File: config.mk
export PLATFORM = sky130hd
export DESIGN_NAME = gan_batch_sequencer
export DESIGN_NICKNAME = d
export VERILOG_FILES = /design/src/rtl/gan_pkg.sv /design/src/rtl/gan_latent_lfsr.sv /design/src/rtl/gan_batch_sequencer.sv
export SDC_FILE = /design/constraint.sdc
export NUM_CORES = 1
export LEC_CHECK = 0
export ABC_AREA = 0
export CAP_MARGIN = 10
export CORE_ASPECT_RATIO = 0.6
export CORE_MARGIN = 1.5
export CORE_UTILIZATION = 30
export DETAILED_ROUTE_END_ITERATION = 16
export SETUP_SLACK_MARGIN = 0.1
export SLEW_MARGIN = 15
export SYNTH_ARGS = -nofsm -noshare
export SYNTH_HDL_FRONTEND = slang
export SYNTH_SLANG_ARGS = --single-unit
File: constraint.sdc
create_clock -name clk -period 2.6 [get_ports clk]
set_input_delay 0.26 -clock clk [delete_from_list [all_inputs] [get_ports clk]]
set_output_delay 0.26 -clock clk [all_outputs]
set_load 0.03 [all_outputs]
File: src/rtl/gan_pkg.sv
// Shared definitions for the GAN control path: Q8.8 constants, mode codes,
// LFSR taps, the sequencer state type and the LFSR step function.
package gan_pkg;

  localparam int          DATA_WIDTH = 16;
  localparam logic [15:0] Q_ZERO     = 16'h0000;
  localparam logic [15:0] Q_ONE      = 16'h0100;

  localparam logic [1:0]  MODE_GEN   = 2'b00;
  localparam logic [1:0]  MODE_DISC  = 2'b01;
  localparam logic [1:0]  MODE_FULL  = 2'b10;

  localparam logic [15:0] LFSR_TAPS  = 16'hB400;

  typedef enum logic [2:0] {
    ST_IDLE,
    ST_GEN,
    ST_START,
    ST_WAIT,
    ST_EMIT,
    ST_FINISH
  } seq_state_t;

  // Galois right-shift step
  function automatic logic [15:0] lfsr_step(input logic [15:0] s);
    return s[0] ? ((s >> 1) ^ LFSR_TAPS) : (s >> 1);
  endfunction

endpackage

File: src/rtl/gan_latent_lfsr.sv
// 16-bit Galois LFSR with seed load; presents the sign-extended Q8.8 sample
// taken from the value the register will hold after the next step.
module gan_latent_lfsr #(
  parameter logic [15:0] LFSR_SEED  = 16'hACE1,
  parameter int          DATA_WIDTH = 16
) (
  input  logic                  clk,
  input  logic                  rst_n,
  input  logic                  load,
  input  logic [15:0]           seed,
  input  logic                  step,
  output logic [DATA_WIDTH-1:0] sample
);
  import gan_pkg::*;

  logic [15:0] lfsr_q;
  logic [15:0] stepped;

  assign stepped = lfsr_step(lfsr_q);
  assign sample  = DATA_WIDTH'(signed'(stepped[8:0]));

  // a zero seed would lock the LFSR, so it falls back to the reset seed
  always_ff @(posedge clk) begin
    if (!rst_n)
      lfsr_q <= LFSR_SEED;
    else if (load)
      lfsr_q <= (seed == 16'h0000) ? LFSR_SEED : seed;
    else if (step)
      lfsr_q <= stepped;
  end

endmodule

File: src/rtl/gan_batch_sequencer.sv
// Batch sequencer: builds LFSR latent vectors, starts the GAN, captures the
// score of each sample and streams it out over valid/ready.
//
// state  | meaning
// IDLE   | waiting for cfg_start; seed loads honoured here
// GEN    | one latent element per cycle from the LFSR
// START  | pulse gan_start as soon as the GAN is not busy
// WAIT   | waiting for gan_done under the watchdog
// EMIT   | result held on res_* until accepted
// FINISH | one-cycle batch_done
module gan_batch_sequencer #(
  parameter int          LATENT_DIM  = 2,
  parameter int          DATA_WIDTH  = 16,
  parameter logic [15:0] LFSR_SEED   = 16'hACE1,
  parameter int          TIMEOUT_CYC = 1023
) (
  input  logic                             clk,
  input  logic                             rst_n,
  input  logic                             cfg_start,
  input  logic [1:0]                       cfg_mode,
  input  logic [7:0]                       cfg_batch_len,
  input  logic                             cfg_seed_load,
  input  logic [15:0]                      cfg_seed,
  input  logic                             abort,
  output logic [1:0]                       gan_mode,
  output logic                             gan_start,
  output logic [LATENT_DIM*DATA_WIDTH-1:0] latent_out,
  input  logic                             gan_busy,
  input  logic                             gan_done,
  input  logic [DATA_WIDTH-1:0]            gan_score,
  output logic                             res_valid,
  input  logic                             res_ready,
  output logic [7:0]                       res_index,
  output logic [DATA_WIDTH-1:0]            res_score,
  output logic                             busy,
  output logic                             batch_done,
  output logic                             err_timeout
);
  import gan_pkg::*;

  localparam int               WD_W     = $clog2(TIMEOUT_CYC + 1);
  localparam logic [WD_W-1:0]  WD_LOAD  = WD_W'(TIMEOUT_CYC - 1);
  localparam logic [7:0]       GEN_LAST = 8'(LATENT_DIM - 1);

  seq_state_t state, state_d;

  logic [1:0]                       mode_q;
  logic [7:0]                       len_q;
  logic [7:0]                       cnt_q;
  logic [7:0]                       gen_idx;
  logic [WD_W-1:0]                  wd_q;
  logic [LATENT_DIM*DATA_WIDTH-1:0] latent_q;
  logic [DATA_WIDTH-1:0]            lfsr_sample;
  logic                             start_ok;
  logic                             last_sample;

  assign start_ok    = cfg_start && (cfg_mode == MODE_GEN || cfg_mode == MODE_DISC ||
                                     cfg_mode == MODE_FULL);
  assign last_sample = (cnt_q == 8'(len_q - 8'd1));
  assign gan_mode    = mode_q;
  assign latent_out  = latent_q;

  gan_latent_lfsr #(
    .LFSR_SEED  (LFSR_SEED),
    .DATA_WIDTH (DATA_WIDTH)
  ) u_lfsr (
    .clk    (clk),
    .rst_n  (rst_n),
    .load   ((state == ST_IDLE) && cfg_seed_load),
    .seed   (cfg_seed),
    .step   ((state == ST_GEN) && !abort),
    .sample (lfsr_sample)
  );

  always_ff @(posedge clk) begin
    if (!rst_n) state <= ST_IDLE;
    else        state <= state_d;
  end

  always_comb begin
    state_d    = state;
    gan_start  = 1'b0;
    res_valid  = 1'b0;
    batch_done = 1'b0;
    busy       = (state != ST_IDLE);
    case (state)
      ST_IDLE:   if (start_ok) state_d = (cfg_batch_len == 8'd0) ? ST_FINISH : ST_GEN;
      ST_GEN:    if (gen_idx == GEN_LAST) state_d = ST_START;
      ST_START: begin
        if (!gan_busy) begin
          gan_start = !abort;
          state_d   = ST_WAIT;
        end
      end
      ST_WAIT: begin
        if (gan_done)          state_d = ST_EMIT;
        else if (wd_q == '0)   state_d = ST_IDLE;
      end
      ST_EMIT: begin
        res_valid = 1'b1;
        if (res_ready) state_d = last_sample ? ST_FINISH : ST_GEN;
      end
      ST_FINISH: begin
        batch_done = 1'b1;
        state_d    = ST_IDLE;
      end
      default:   state_d = ST_IDLE;
    endcase
    if (abort && state != ST_IDLE) state_d = ST_IDLE;
  end

  always_ff @(posedge clk) begin
    if (!rst_n) begin
      mode_q      <= '0;
      len_q       <= '0;
      cnt_q       <= '0;
      gen_idx     <= '0;
      wd_q        <= '0;
      latent_q    <= '0;
      res_index   <= '0;
      res_score   <= '0;
      err_timeout <= 1'b0;
    end else begin
      gen_idx <= '0;
      case (state)
        ST_IDLE: begin
          if (start_ok) begin
            mode_q      <= cfg_mode;
            len_q       <= cfg_batch_len;
            cnt_q       <= '0;
            err_timeout <= 1'b0;
          end
        end
        ST_GEN: begin
          if (!abort) begin
            for (int i = 0; i < LATENT_DIM; i++)
              if (gen_idx == 8'(i)) latent_q[i*DATA_WIDTH +: DATA_WIDTH] <= lfsr_sample;
            gen_idx <= gen_idx + 8'd1;
          end
        end
        ST_START: wd_q <= WD_LOAD;
        ST_WAIT: begin
          if (!abort) begin
            if (gan_done) begin
              res_index <= cnt_q;
              res_score <= (mode_q == MODE_GEN) ? DATA_WIDTH'(Q_ZERO) : gan_score;
            end else if (wd_q == '0) begin
              err_timeout <= 1'b1;
            end else begin
              wd_q <= wd_q - 1'b1;
            end
          end
        end
        ST_EMIT: if (!abort && res_ready && !last_sample) cnt_q <= cnt_q + 8'd1;
        default: ;
      endcase
    end
  end

endmodule

==> impl_results.md <==
- Placed instance count: 824
- H-tree Lvls: 3
- RD Place Congestion: 0.827
- GRT Total Usage: 15.3%
- GR Util met3: 5.05%
- Number of flops mapped to enable cells by yosys: 0
- Net switching power: 0.00111 W
- Cell taking the most area after synthesis: dfxtp_1
- Setup WS pre-CTS: 0.147 ns
- Area growth syn-to-layout: 34.0%
- Clock share of power: 37.9%
- Detailed placement HPWL: 8.76 mm
- Async S/R FF share, synth: 0%
- Most frequent cells after synthesis: dfxtp_1, nand2_1, a21oi_1, nor2_1, nand3_1
- Fmax: 413 MHz
- # diodes: 0
- GR peak layer: met2
- Avg Inst Size Synth: 8.33 um2
- Area of the die: 16000 um2
- Max Slew Vio Count: 0
- Worst reg-to-reg path cell count: 6
- Overall routed net length: 12.2 mm
- Vias: 4083
- Top-count cell post-synth: dfxtp_1
- Die height: 98.6 um
- Worst hold path class: flop to flop
- Post-route ant nets: 0
- Internal: 0.00281 W
- Synthesized Nets: 605
- Critical path launch point type: flop
- Core area: 14700 um2
- Num CTS Buffers: 9
- CP Capture Type: flop
- CP peak stage delay: 0.51 ns
- Clock transition at path regs: 0.07 ns
- Comb power frac: 18.8%
- Top cell type's share of synthesized area: 42.9%
- Final net count: 693
- Critical path arrival: 2.70 ns
- Initial Util: 31.2%
- Sw Share: 28.4%
- Post-layout min period: 2.42 ns
- Cells after Synth: 549
- R2r setup slk: 0.18 ns
- Crit path max fanout: 8
- Setup ws final: 0.176 ns
- Period utilization: 93.2%
- Clk_skew: 0.00974 ns
- Max cap viols: 0
- Fill cell count: 1480
- CP max-delay cell: or4_1
- Die width: 162 um
- First-pass GRT wire length: 19.7 mm
- Worst EP required: 2.87 ns
- Grt ovf: 0
- Leak: 2.31 nW
- CTS Sinks: 98
- Predominant post-synthesis flop cell: dfxtp_1
- CTS tree: yes
- Met1 Resource Use GR: 21.7%
- Hold Crit Endpoint: res_index[4]$_SDFFE_PN0P_
- Hold_ws: 0.457 ns
- Hold Crit Depth: 2
- Number of synthesis warnings: 0
- FF-to-FF Start: len_q[2]$_SDFFE_PN0P_
- Clock Latency Late Sink: 0.35 ns
- CP Class: flop to flop
- # IOs: 113
- Wire per inst: 14.5 um
- Final Non-Filler Cells: 840
- Initial antenna violation count: 0
- DR vias/cell: 4.86
- Vias in the first global route: 3895
- Seq pwr share: 43.4%
- Seq cells post-synth: 98
- Max IR drop VDD: 346 uV
- Share of cells above drive strength 1: 5.14%
- Hold path start: res_index[4]$_SDFFE_PN0P_
- Finished Core Util: 41.7%
- Final TNS setup: 0 ns
- Worst Max-Slew Pin Slew: 0.763 ns
- Max_slew headroom: 49.1%
- Seq/Total Area, Yosys: 42.9%
- Setup Viol. Count Final: 0
- Synth cell types: 49
- Leading post-synthesis cells by cell area: dfxtp_1, nand2_1, mux2i_1, xnor2_1, a21oi_1
- Outcome: finished, final reports clean
- CTS Buffer Depth: 2
- Setup Fix Bufs, Post-CTS: 0
- Drt pass-1 iters: 4
- Largest net degree at the start of global routing: 42
- Reg2reg end: cnt_q[5]$_SDFFE_PN0P_
- Hold Violations, Final: 0
- Row count: 34
- Buffers on Ports: 112
- CP Cell Sequence: or3_4 -> or4_4 -> and4b_1 -> o2111a_2 -> or4_1 -> a21oi_1
- Power per cell area: 641 nW/um2
- Starting DRT DRC Count: 283
- CTS root buffer: clkbuf_16
- Met2 capacity usage during global routing: 21.8%
- RSZ-0062 raised after global routing: true
- # DRC: 0
- Hold-fix buffers, CTS: 0
- Synthesized cell area: 4570 um2
-- sequential cells by signal, indices dropped and copies added, names as in the netlist, 2 cells and up --
name / flops
latent_out: 18
res_score: 16
u_lfsr.lfsr_q: 16
wd_q: 10
cnt_q: 8
gen_idx: 8
len_q: 8
res_index: 8
state: 3
gan_mode: 2
-- power by group through the flow --
| stage | sequential (W) | combinational, W | clock, W |
|---|---|---|---|
| after floorplan | 0.00172 | 0.000494 | 0 |
| after global placement | 0.00173 | 0.000717 | 0 |
| after detailed placement | 0.00174 | 0.000727 | 0 |
| after CTS | 0.00170 | 0.000732 | 0.00153 |
| after global routing | 0.00172 | 0.000812 | 0.00159 |
| final | 0.00170 | 0.000736 | 0.00149 |
-- logic make-up (layout without fill, tap and decap cells) --
kind of cell | Yosys count | count (layout) | share of synthesized area, %
flops | 98 | 98 | 42.9
xor+xnor | 27 | 27 | 5.17
buf+inv | 53 | 146 | 5.58
fa+ha+maj | 7 | 7 | 1.86
simple gates | 249 | 249 | 26.8
compound gates | 95 | 95 | 13.3
mux | 20 | 20 | 4.38
-- per-stage QoR --
stage                     instance area, um2  total power [W]
after detailed placement                5780          0.00246
after floorplan                         4570          0.00221
after global placement                  5780          0.00245
final                                   6130          0.00392
after global routing                    6130          0.00413
after CTS                               6110          0.00396
-- cell usage in the layout (no fill, tap or decap), drive strengths merged, types with 2 or more instances in the layout --
cell type	instances
clkdlybuf4s50	110
dfxtp	98
nand2	90
nor2	35
a21oi	35
nand3	32
xnor2	22
a21boi	20
mux2i	20
nor2b	18
nor3	15
o21ai	14
inv	14
and3	12
clkbuf	10
nor4	8
buf	8
or4	8
o31ai	6
ha	6
or3	6
xor2	5
and2	5
nand2b	4
nand4	4
a211oi	4
nor3b	3
o211a	3
o221ai	3
a31oi	2
and4	2
bufinv	2
-- how the worst max path moves through the flow --
| stage | slack [ns] | depth (start not counted) | endpoint | from |
|---|---|---|---|---|
| after detailed placement | 0.15 | 7 | cnt_q[4]$_SDFFE_PN0P_ | len_q[2]$_SDFFE_PN0P_ |
| after global routing | 0.06 | 7 | cnt_q[4]$_SDFFE_PN0P_ | len_q[2]$_SDFFE_PN0P_ |
| after global placement | 0.24 | 6 | cnt_q[7]$_SDFFE_PN0P_ | len_q[2]$_SDFFE_PN0P_ |
| after CTS | 0.12 | 4 | gan_start | state[1]$_SDFFE_PP0P_ |
| after floorplan | 0.32 | 6 | cnt_q[3]$_SDFFE_PN0P_ | len_q[2]$_SDFFE_PN0P_ |
| final | 0.18 | 6 | cnt_q[5]$_SDFFE_PN0P_ | len_q[2]$_SDFFE_PN0P_ |
-- per-layer routing --
metal	routed length, um	vias up	share of wire (%)
met1	6360	1881	52
met2	4860	120	40
met4	140	0	1.1
met5	0	-	0
met3	854	12	7.0
li1	-	2070	-
-- critical path, delay by kind of cell (launching register included) --
family / cells / cell delay, ns
AOI/OAI and AO/OA: 2 / 0.45
DFF: 1 / 0.36
and+or+nand+nor: 4 / 1.55
-- timing repair --
action	in CTS	in global routing
hold endpoints to repair	0	0
endpoints found under the setup margin	0	9
gates resized for setup	0	6
-- final cells by class --
class,count,area [um2],area share (%)
Clock buffer,9,225,3.68
Clock inverter,7,106,1.74
Inverter,10,37.5,0.613
Multi-Input combinational cell,398,2370,38.6
Sequential cell,98,1960,32.1
Tap cell,198,248,4.04
Timing Repair Buffer,120,1180,19.2
(Power assumes the default switching activity.)
